--- config.mk ---
export PLATFORM = sky130hd
export DESIGN_NAME = stream_demux
export DESIGN_NICKNAME = d
export VERILOG_FILES = /design/src/rtl/stream_demux_pkg.sv /design/src/rtl/stream_demux_slot.sv /design/src/rtl/stream_demux.sv
export SDC_FILE = /design/constraint.sdc
export NUM_CORES = 1
export LEC_CHECK = 0
export ABC_AREA = 0
export BUFFER_PORTS_ARGS = -buffer_cell sky130_fd_sc_hd__buf_2
export CAP_MARGIN = 15
export CORE_MARGIN = 2
export CORE_UTILIZATION = 44
export DETAILED_ROUTE_END_ITERATION = 8
export PLACE_DENSITY = 0.73
export RECOVER_POWER = 50
export SLEW_MARGIN = 25
export SYNTH_ARGS = -nofsm -noshare
export SYNTH_HDL_FRONTEND = slang
export SYNTH_SLANG_ARGS = --single-unit
--- constraint.sdc ---
create_clock -name clk_in -period 1.5 [get_ports clk_in]
set_clock_uncertainty 0.1 [all_clocks]
set_input_delay 0.225 -clock clk_in [delete_from_list [all_inputs] [get_ports clk_in]]
set_output_delay 0.225 -clock clk_in [all_outputs]
set_load 0.01 [all_outputs]
--- src/rtl/stream_demux_pkg.sv ---
// Shared definitions for the stream demultiplexer: slot state encoding and
// default widths used by the top level and the register slice.
package stream_demux_pkg;

  localparam int DEF_DAT_WIDTH = 8;
  localparam int DEF_SEL_WIDTH = 2;
  localparam int DEF_NUM_CH    = 4;
  localparam int DEF_CNT_WIDTH = 16;

  typedef enum logic {
    ST_EMPTY = 1'b0,
    ST_FULL  = 1'b1
  } slot_state_e;

endpackage

--- src/rtl/stream_demux_slot.sv ---
// One-entry output register slice with pass-through ready: a full slot whose
// consumer is draining can take a new word in the same cycle.
module stream_demux_slot
  import stream_demux_pkg::*;
#(
  parameter int DAT_WIDTH = DEF_DAT_WIDTH
) (
  input  logic                 clk_in,
  input  logic                 rst_in,
  input  logic                 load_in,
  input  logic [DAT_WIDTH-1:0] data_in,
  input  logic                 ready_in,
  output logic                 valid_out,
  output logic [DAT_WIDTH-1:0] data_out,
  output logic                 can_load_out
);

  slot_state_e state;
  slot_state_e state_nxt;

  // State register.
  always_ff @(posedge clk_in) begin
    // NOTE: sequential state uses non-blocking assignments so every register
    // samples pre-edge values regardless of block ordering.
    if (rst_in) state <= ST_EMPTY;
    else        state <= state_nxt;
  end

  // Next-state: a load always wins; a full slot empties when its consumer takes it.
  always_comb begin
    // NOTE: default assignment first so no path leaves state_nxt unassigned (no latch).
    state_nxt = state;
    case (state)
      ST_EMPTY: if (load_in) state_nxt = ST_FULL;
      ST_FULL: begin
        if (load_in)       state_nxt = ST_FULL;
        else if (ready_in) state_nxt = ST_EMPTY;
      end
      default: state_nxt = ST_EMPTY;
    endcase
  end

  // Outputs: valid while full; loadable when empty or draining this cycle.
  always_comb begin
    valid_out    = (state == ST_FULL);
    can_load_out = (state == ST_EMPTY) | ready_in;
  end

  // Data register: changes only on a load, holds its value while empty.
  always_ff @(posedge clk_in) begin
    // NOTE: the data word is reset as well, because consumers observe m_data
    // as zero after reset even though valid is low.
    if (rst_in)       data_out <= '0;
    else if (load_in) data_out <= data_in;
  end

endmodule

--- src/rtl/stream_demux.sv ---
// Registered 1-to-NUM_CH stream demultiplexer with per-channel backpressure,
// all-or-nothing broadcast, and a saturating counter for out-of-range selects.
module stream_demux
  import stream_demux_pkg::*;
#(
  parameter int DAT_WIDTH = DEF_DAT_WIDTH,
  parameter int SEL_WIDTH = DEF_SEL_WIDTH,
  parameter int NUM_CH    = DEF_NUM_CH,
  parameter int CNT_WIDTH = DEF_CNT_WIDTH
) (
  input  logic                        clk_in,
  input  logic                        rst_in,
  input  logic                        s_valid_in,
  output logic                        s_ready_out,
  input  logic [DAT_WIDTH-1:0]        s_data_in,
  input  logic [SEL_WIDTH-1:0]        s_sel_in,
  input  logic                        s_bcast_in,
  output logic [NUM_CH-1:0]           m_valid_out,
  input  logic [NUM_CH-1:0]           m_ready_in,
  output logic [NUM_CH*DAT_WIDTH-1:0] m_data_out,
  output logic [CNT_WIDTH-1:0]        drop_cnt_out,
  output logic                        drop_out
);

  logic [NUM_CH-1:0] target;
  logic [NUM_CH-1:0] can_load;
  logic [NUM_CH-1:0] load;
  logic              word_ok;
  logic              accept;
  logic              drop_evt;

  // Target decode: broadcast hits every channel, otherwise one-hot on select;
  // a select beyond the last channel leaves the target set empty.
  always_comb begin
    target = '0;
    if (s_bcast_in) begin
      target = '1;
    end else begin
      for (int k = 0; k < NUM_CH; k++) begin
        target[k] = (int'(s_sel_in) == k);
      end
    end
    word_ok = |target;
  end

  // Ready reduction and handshake: every targeted channel must be able to
  // load; invalid words are always accepted so they can be discarded.
  always_comb begin
    s_ready_out = ~word_ok | (&(can_load | ~target));
    accept      = s_valid_in & s_ready_out;
    load        = accept ? target : '0;
    drop_evt    = accept & ~word_ok;
  end

  // Drop pulse and saturating drop counter.
  always_ff @(posedge clk_in) begin
    if (rst_in) begin
      drop_out     <= 1'b0;
      drop_cnt_out <= '0;
    end else begin
      drop_out <= drop_evt;
      if (drop_evt && (drop_cnt_out != '1)) drop_cnt_out <= drop_cnt_out + 1'b1;
    end
  end

  for (genvar k = 0; k < NUM_CH; k++) begin : g_slot
    stream_demux_slot #(
      .DAT_WIDTH(DAT_WIDTH)
    ) u_slot (
      .clk_in      (clk_in),
      .rst_in      (rst_in),
      .load_in     (load[k]),
      .data_in     (s_data_in),
      .ready_in    (m_ready_in[k]),
      .valid_out   (m_valid_out[k]),
      .data_out    (m_data_out[k*DAT_WIDTH +: DAT_WIDTH]),
      .can_load_out(can_load[k])
    );
  end

endmodule

**Yosys cells after proc, flatten, opt, wreduce, memory -nomap -nowiden**

Cells that the tools add are included.

- Bits of input ports: 18
- Logic and storage cells: 51
- Register bits after elaboration: 53
- Output and inout bits: 54

- Muxes and demuxes: 18
- Bitwise logic cells: 14
- Reduce and logical (&&, ||, !) cells: 4
- Add/subtract/negate cells: 1
- Equal/unequal tests: 4

Operators with widths:

| cell | number |
|---|---|
| 16-bit by 1-bit adder with 16-bit output (second input constant) | 1 |
| 16-bit inequality test (second input constant) | 1 |
| 1-bit two-way mux | 12 |
| 4-bit two-way mux | 2 |
| 1-bit case mux with 2 select lines | 4 |
| 1-bit NOT | 5 |
| 1-bit bitwise OR | 5 |
| 2-bit equality test (second input constant) | 2 |
| 4-bit NOT | 1 |
| 4-bit bitwise OR | 1 |
| 4-bit AND reduction | 1 |
| 4-bit OR reduction | 1 |
| 1-bit AND | 2 |
| 2-bit by 1-bit equality test with 1-bit output (second input constant) | 1 |
| 2-bit logical NOT | 1 |
| 1-bit logical AND | 1 |

**Depth between registers and ports, before layout**

- Depth after elaboration: 10
- Gate-level depth with buffers: 6
- Depth with buffers taken out: 5

**By module**

From an unflattened synthesis, not the netlist that was laid out.

- Cell total of the unflattened synthesis: 172
- Area, all modules: 1844.3 sq um

By module, submodules not included:

| module | cells an instance | times used | area each (sq um) | sequential area each (sq um) |
|---|---|---|---|---|
| stream_demux_slot | 30 | 4 | 321.6 | 180.2 |
| stream_demux | 52 | 1 | 558.0 | 340.3 |

**Worst setup path after synthesis**

OpenSTA, ideal clock, no wires.

- Kind: flip-flop to flip-flop
- Start: register g_slot[2].u_slot.state
- End: register g_slot[0].u_slot.data_out[0]
- Slack: -0.034 ns
- Path buffers: 1
- Clock period less this slack: 1.534 ns
- Setup time: 0.119 ns
- Arrival time: 1.315 ns
- Data required time: 1.281 ns
- Stages on the path, launching flop included: 7
- Cells stage by stage: dfxtp_1 -> nor2b_1 -> a21bo_2 -> nand3_2 -> or3_1 -> buf_6 -> mux2i_1

- Word-level cells in the longest chain between the ends: 7

RTL lines:

| item | line | source |
|---|---|---|
| start: declaration | stream_demux_slot.sv:18 | `slot_state_e state;` |
| start signal: assignment | stream_demux_slot.sv:26 | `else state <= state_nxt;` |
| 1-bit NOT | stream_demux_slot.sv:46 | `can_load_out = (state == ST_EMPTY) \| ready_in;` |
| 1-bit bitwise OR | stream_demux_slot.sv:46 |  |
| 4-bit bitwise OR | stream_demux.sv:49 | `s_ready_out = ~word_ok \| (&(can_load \| ~target));` |
| 4-bit AND reduction | stream_demux.sv:49 |  |
| 1-bit bitwise OR | stream_demux.sv:49 |  |
| 1-bit AND | stream_demux.sv:50 | `accept = s_valid_in & s_ready_out;` |
| 4-bit two-way mux | stream_demux.sv:51 | `load = accept ? target : '0;` |
| end signal: assignment | stream_demux_slot.sv:54 | `else if (load_in) data_out <= data_in;` |
| end: declaration | stream_demux_slot.sv:14 | `output logic [DAT_WIDTH-1:0] data_out,` |

Every way passes these cells.
A chain may end at the register's enable or synchronous reset.

**Worst setup path in the final report**

- Start: register g_slot[2].u_slot.state
- End: output port s_ready_out

- Word-level cells in the longest chain between the ends: 5

RTL lines:

| item | line | source |
|---|---|---|
| 1-bit NOT | stream_demux_slot.sv:46 |  |
| 1-bit bitwise OR | stream_demux_slot.sv:46 |  |
| 4-bit bitwise OR | stream_demux.sv:49 |  |
| 4-bit AND reduction | stream_demux.sv:49 |  |
| 1-bit bitwise OR | stream_demux.sv:49 |  |
| end: declaration | stream_demux.sv:14 | `output logic s_ready_out,` |

Every way passes these cells.

==> reports/metrics.csv <==
stage,metric,value,unit
status,status,"complete, but fails checks",
status,violations,setup timing,
routing,postRouteAntennaNets,0,
synth,synth_nets,212,
synth,netlist_area,1988,µm²
place,post-place-ws,-0.2133,ns
cts,cts_buffer_depth,2,
synth,synth_seq_cells,53,
global_routing,grt_pass1_vias,1556,
hold_path,hold_path.class,in2reg,
worst_setup_path,r2r-start,g_slot[2].u_slot.valid_out,
place,portBuffers,71,
routing,dr.pass1.iters,4,
global_routing,track_usage,0.1853,
routing,viasPerCell,4.829,
cts,tritoncts,done,
place,hpwl,3114,µm
routing,drc_errors,0,
final_layout,drive_gt1_frac,0.3382,
synth,synthFlopType,dfxtp_1,
global_routing,grt_pass1_wl,7265,µm
synth,yosys.cell_types.count,27,
worst_setup_path,cp_max_fo,3,
sta,finalHoldViolCount,0,
synth,synth_top_area_share,0.5337,
power_and_ir_drop,leakage,1.225,nW
sta,fin_ws,-0.1737,ns
cts,root_buffer,clkbuf_8,
worst_setup_path,crit_path_end_kind,output port,
floorplanning,dieArea,5072,µm²
power_and_ir_drop,peakVddDrop,0.5880,mV
final_layout,final_area,2636,µm²
synth,synth_area_leader_cell,dfxtp_1,
worst_setup_path,startpoint_type,flop,
hold_path,hold_end,g_slot[1].u_slot.data_out[2],
routing,num_vias,1579,
power_and_ir_drop,power_density,1109,nW/µm²
worst_setup_path,worstPathRequired,1.17,ns
floorplanning,die_w,71.22,µm
synth,syn_area_per_cell,10.25,µm²
worst_setup_path,worst-setup-path-type,reg2out,
floorplanning,fp.coreArea,4354,µm²
floorplanning,die_y,71.22,µm
worst_setup_path,rr_worst_depth,7,
final_layout,nFillCells,398,
final_layout,area_growth_syn_to_layout,32.60,%
worst_setup_path,r2r_slack,-0.16,ns
cts,cts_made_buffers,5,
floorplanning,start_util,0.4566,
worst_setup_path,reg2reg_to,g_slot[2].u_slot.data_out[5],
final_layout,layout.nets,292,
hold_path,whs_path_depth,3,
cts,worstSkewPairLatency,0.30,ns
place,gp_congestion,0.7916,
cts,htreeDepth,2,
synth,ys_top_cells_by_area,"dfxtp_1 (53%), mux2i_1 (12%), nand2b_1 (8.8%), nor2b_1 (6.0%), a21oi_1 (3.0%)",
synth,synthArstFlopShare,0,
routing,routedWlPerCell,13.61,µm
sta,period_share,1.116,
sta,slew_violations,0,
sta,max_freq,0.5975,GHz
floorplanning,io_pins,72,
floorplanning,rows,24,
worst_setup_path,arrival,1.35,ns
global_routing,grt_max_degree,35,
run,cap_violations,0,
final_layout,multi_input_area,904.6,µm²
global_routing,grt_overflow_total,0,
final_layout,antenna-diode-count,0,
synth,yosysSeqAreaShare,0.5337,
place,placed_area,2427,µm²
sta,worstMarginPinSlew,0.6223,ns
hold_path,holdCritStartpoint,s_data_in[2],
synth,syn_inst,194,
cts,clkSinkCount,53,
synth,synth-edff-count,0,
final_layout,seqCellArea,1064,µm²
routing,drt_iter0_drc,63,
synth,yosys_warnings,0,
global_routing,antenna_found_initial,0,
routing,wirelength,4452,µm
sta,post-route-min-period,1.674,ns
sta,relSlewSlack,0.5852,
sta,setup_viol,35,
cts,clk_pin_slew,0.09,ns
sta,rsz0062_at_grt,yes,
## per-layer routing
metal	global-route usage	share of wire	vias up
li1	-	-	802
met1	0.2289	0.42	719
met2	0.3045	0.48	53
met3	0.06610	0.083	5
met4	0.05660	0.012	0
met5	0	0	-
## cell families (layout without fill, tap and decap cells)
kind of cell           count (synthesis)  after routing  share of synthesized area
AOI/OAI and AO/OA                     27             27                    0.08119
and+or+nand+nor                       73             73                     0.2184
buffers and inverters                 16             97                    0.04405
DFF                                   53             53                     0.5337
other                                  1              1                   0.001886
muxes                                 24             24                     0.1208
## sequential cells by signal (all words and copies together), names as in the netlist
register,cells
drop_cnt_out,16
drop_out,1
g_slot.u_slot.data_out,32
g_slot.u_slot.valid_out,4
## layout by cell type (no fill, tap or decap), types with 2 or more instances in the layout
cell type / synthesis / layout
buf_2: 1 / 52
dfxtp_1: 53 / 51
nand2b_1: 28 / 27
mux2i_1: 24 / 24
clkbuf_1: 8 / 20
nor2b_1: 19 / 18
a21oi_1: 12 / 10
nor2_1: 10 / 9
buf_4: 5 / 9
o21ai_1: 1 / 7
buf_6: 1 / 7
nand3_1: 8 / 6
clkbuf_8: 0 / 6
o21ai_0: 9 / 3
nand3b_1: 2 / 2
a21oi_2: 0 / 2
nand3_2: 1 / 2
dfxtp_2: 0 / 2
## power by group
part           internal [mW]  switching [mW]
clock network          0.544           0.440
registers               1.47          0.0331
logic                  0.208           0.226
total                   2.22           0.698
## per-stage QoR
stage / setup TNS, ns / hold slack (ns) / power (mW) / std cells / util
finish: -2.683 / 0.09252 / 2.923 / 327 / 0.6055
global route: -4.873 / 0.08602 / 3.075 / 327 / 0.6055
CTS: -2.110 / 0.07761 / 2.957 / 326 / 0.6046
detailed placement: -3.889 / 0.3571 / 1.927 / 315 / 0.5575
global placement: -2.938 / 0.3467 / 1.919 / 315 / 0.5575
floorplan: -0.2681 / 0.2689 / 1.773 / 194 / -
## final cells by class
| type | count | area share |
|---|---|---|
| Tap cell | 52 | 0.02468 |
| Sequential cell | 53 | 0.4034 |
| Timing Repair Buffer | 88 | 0.1832 |
| Clock buffer | 7 | 0.03275 |
| Inverter | 1 | 0.001424 |
| Multi-Input combinational cell | 125 | 0.3431 |
| Clock inverter | 1 | 0.01139 |
## what timing repair did
action                     4_1_cts  5_1_grt
hold buffers                     0        0
setup endpoints to repair       22       36
resized for setup               17       11
gates cloned                     1        0
pin swaps                        3       11
buffers inserted                 2        1
## Yosys cell counts, types with 2 or more instances
cell type / number
nand2b_1: 28
nand3_1: 8
o21ai_0: 9
dfxtp_1: 53
nor2b_1: 19
nand3b_1: 2
clkbuf_1: 8
nor2_1: 10
buf_4: 5
a21oi_1: 12
mux2i_1: 24
## how the worst max path moves through the flow
stage / from / to / slack [ns] / cells past startpoint
global placement: s_sel_in[0] / g_slot[0].u_slot.data_out[0] / -0.18 / 7
global route: g_slot[2].u_slot.valid_out / s_ready_out / -0.24 / 6
detailed placement: s_sel_in[0] / g_slot[0].u_slot.data_out[6] / -0.21 / 7
finish: g_slot[2].u_slot.valid_out / s_ready_out / -0.17 / 6
floorplan: g_slot[2].u_slot.valid_out / g_slot[0].u_slot.data_out[0] / -0.03 / 6
CTS: g_slot[2].u_slot.valid_out / s_ready_out / -0.18 / 6
## critical path, cell delays in order, from the launching register on
cell	delay [ns]
dfxtp_2	0.33
nor2b_4	0.13
a21bo_4	0.24
nand3_4	0.09
buf_6	0.10
nor2_2	0.02
buf_2	0.13
No activity file was read; power rests on OpenSTA's default activity.
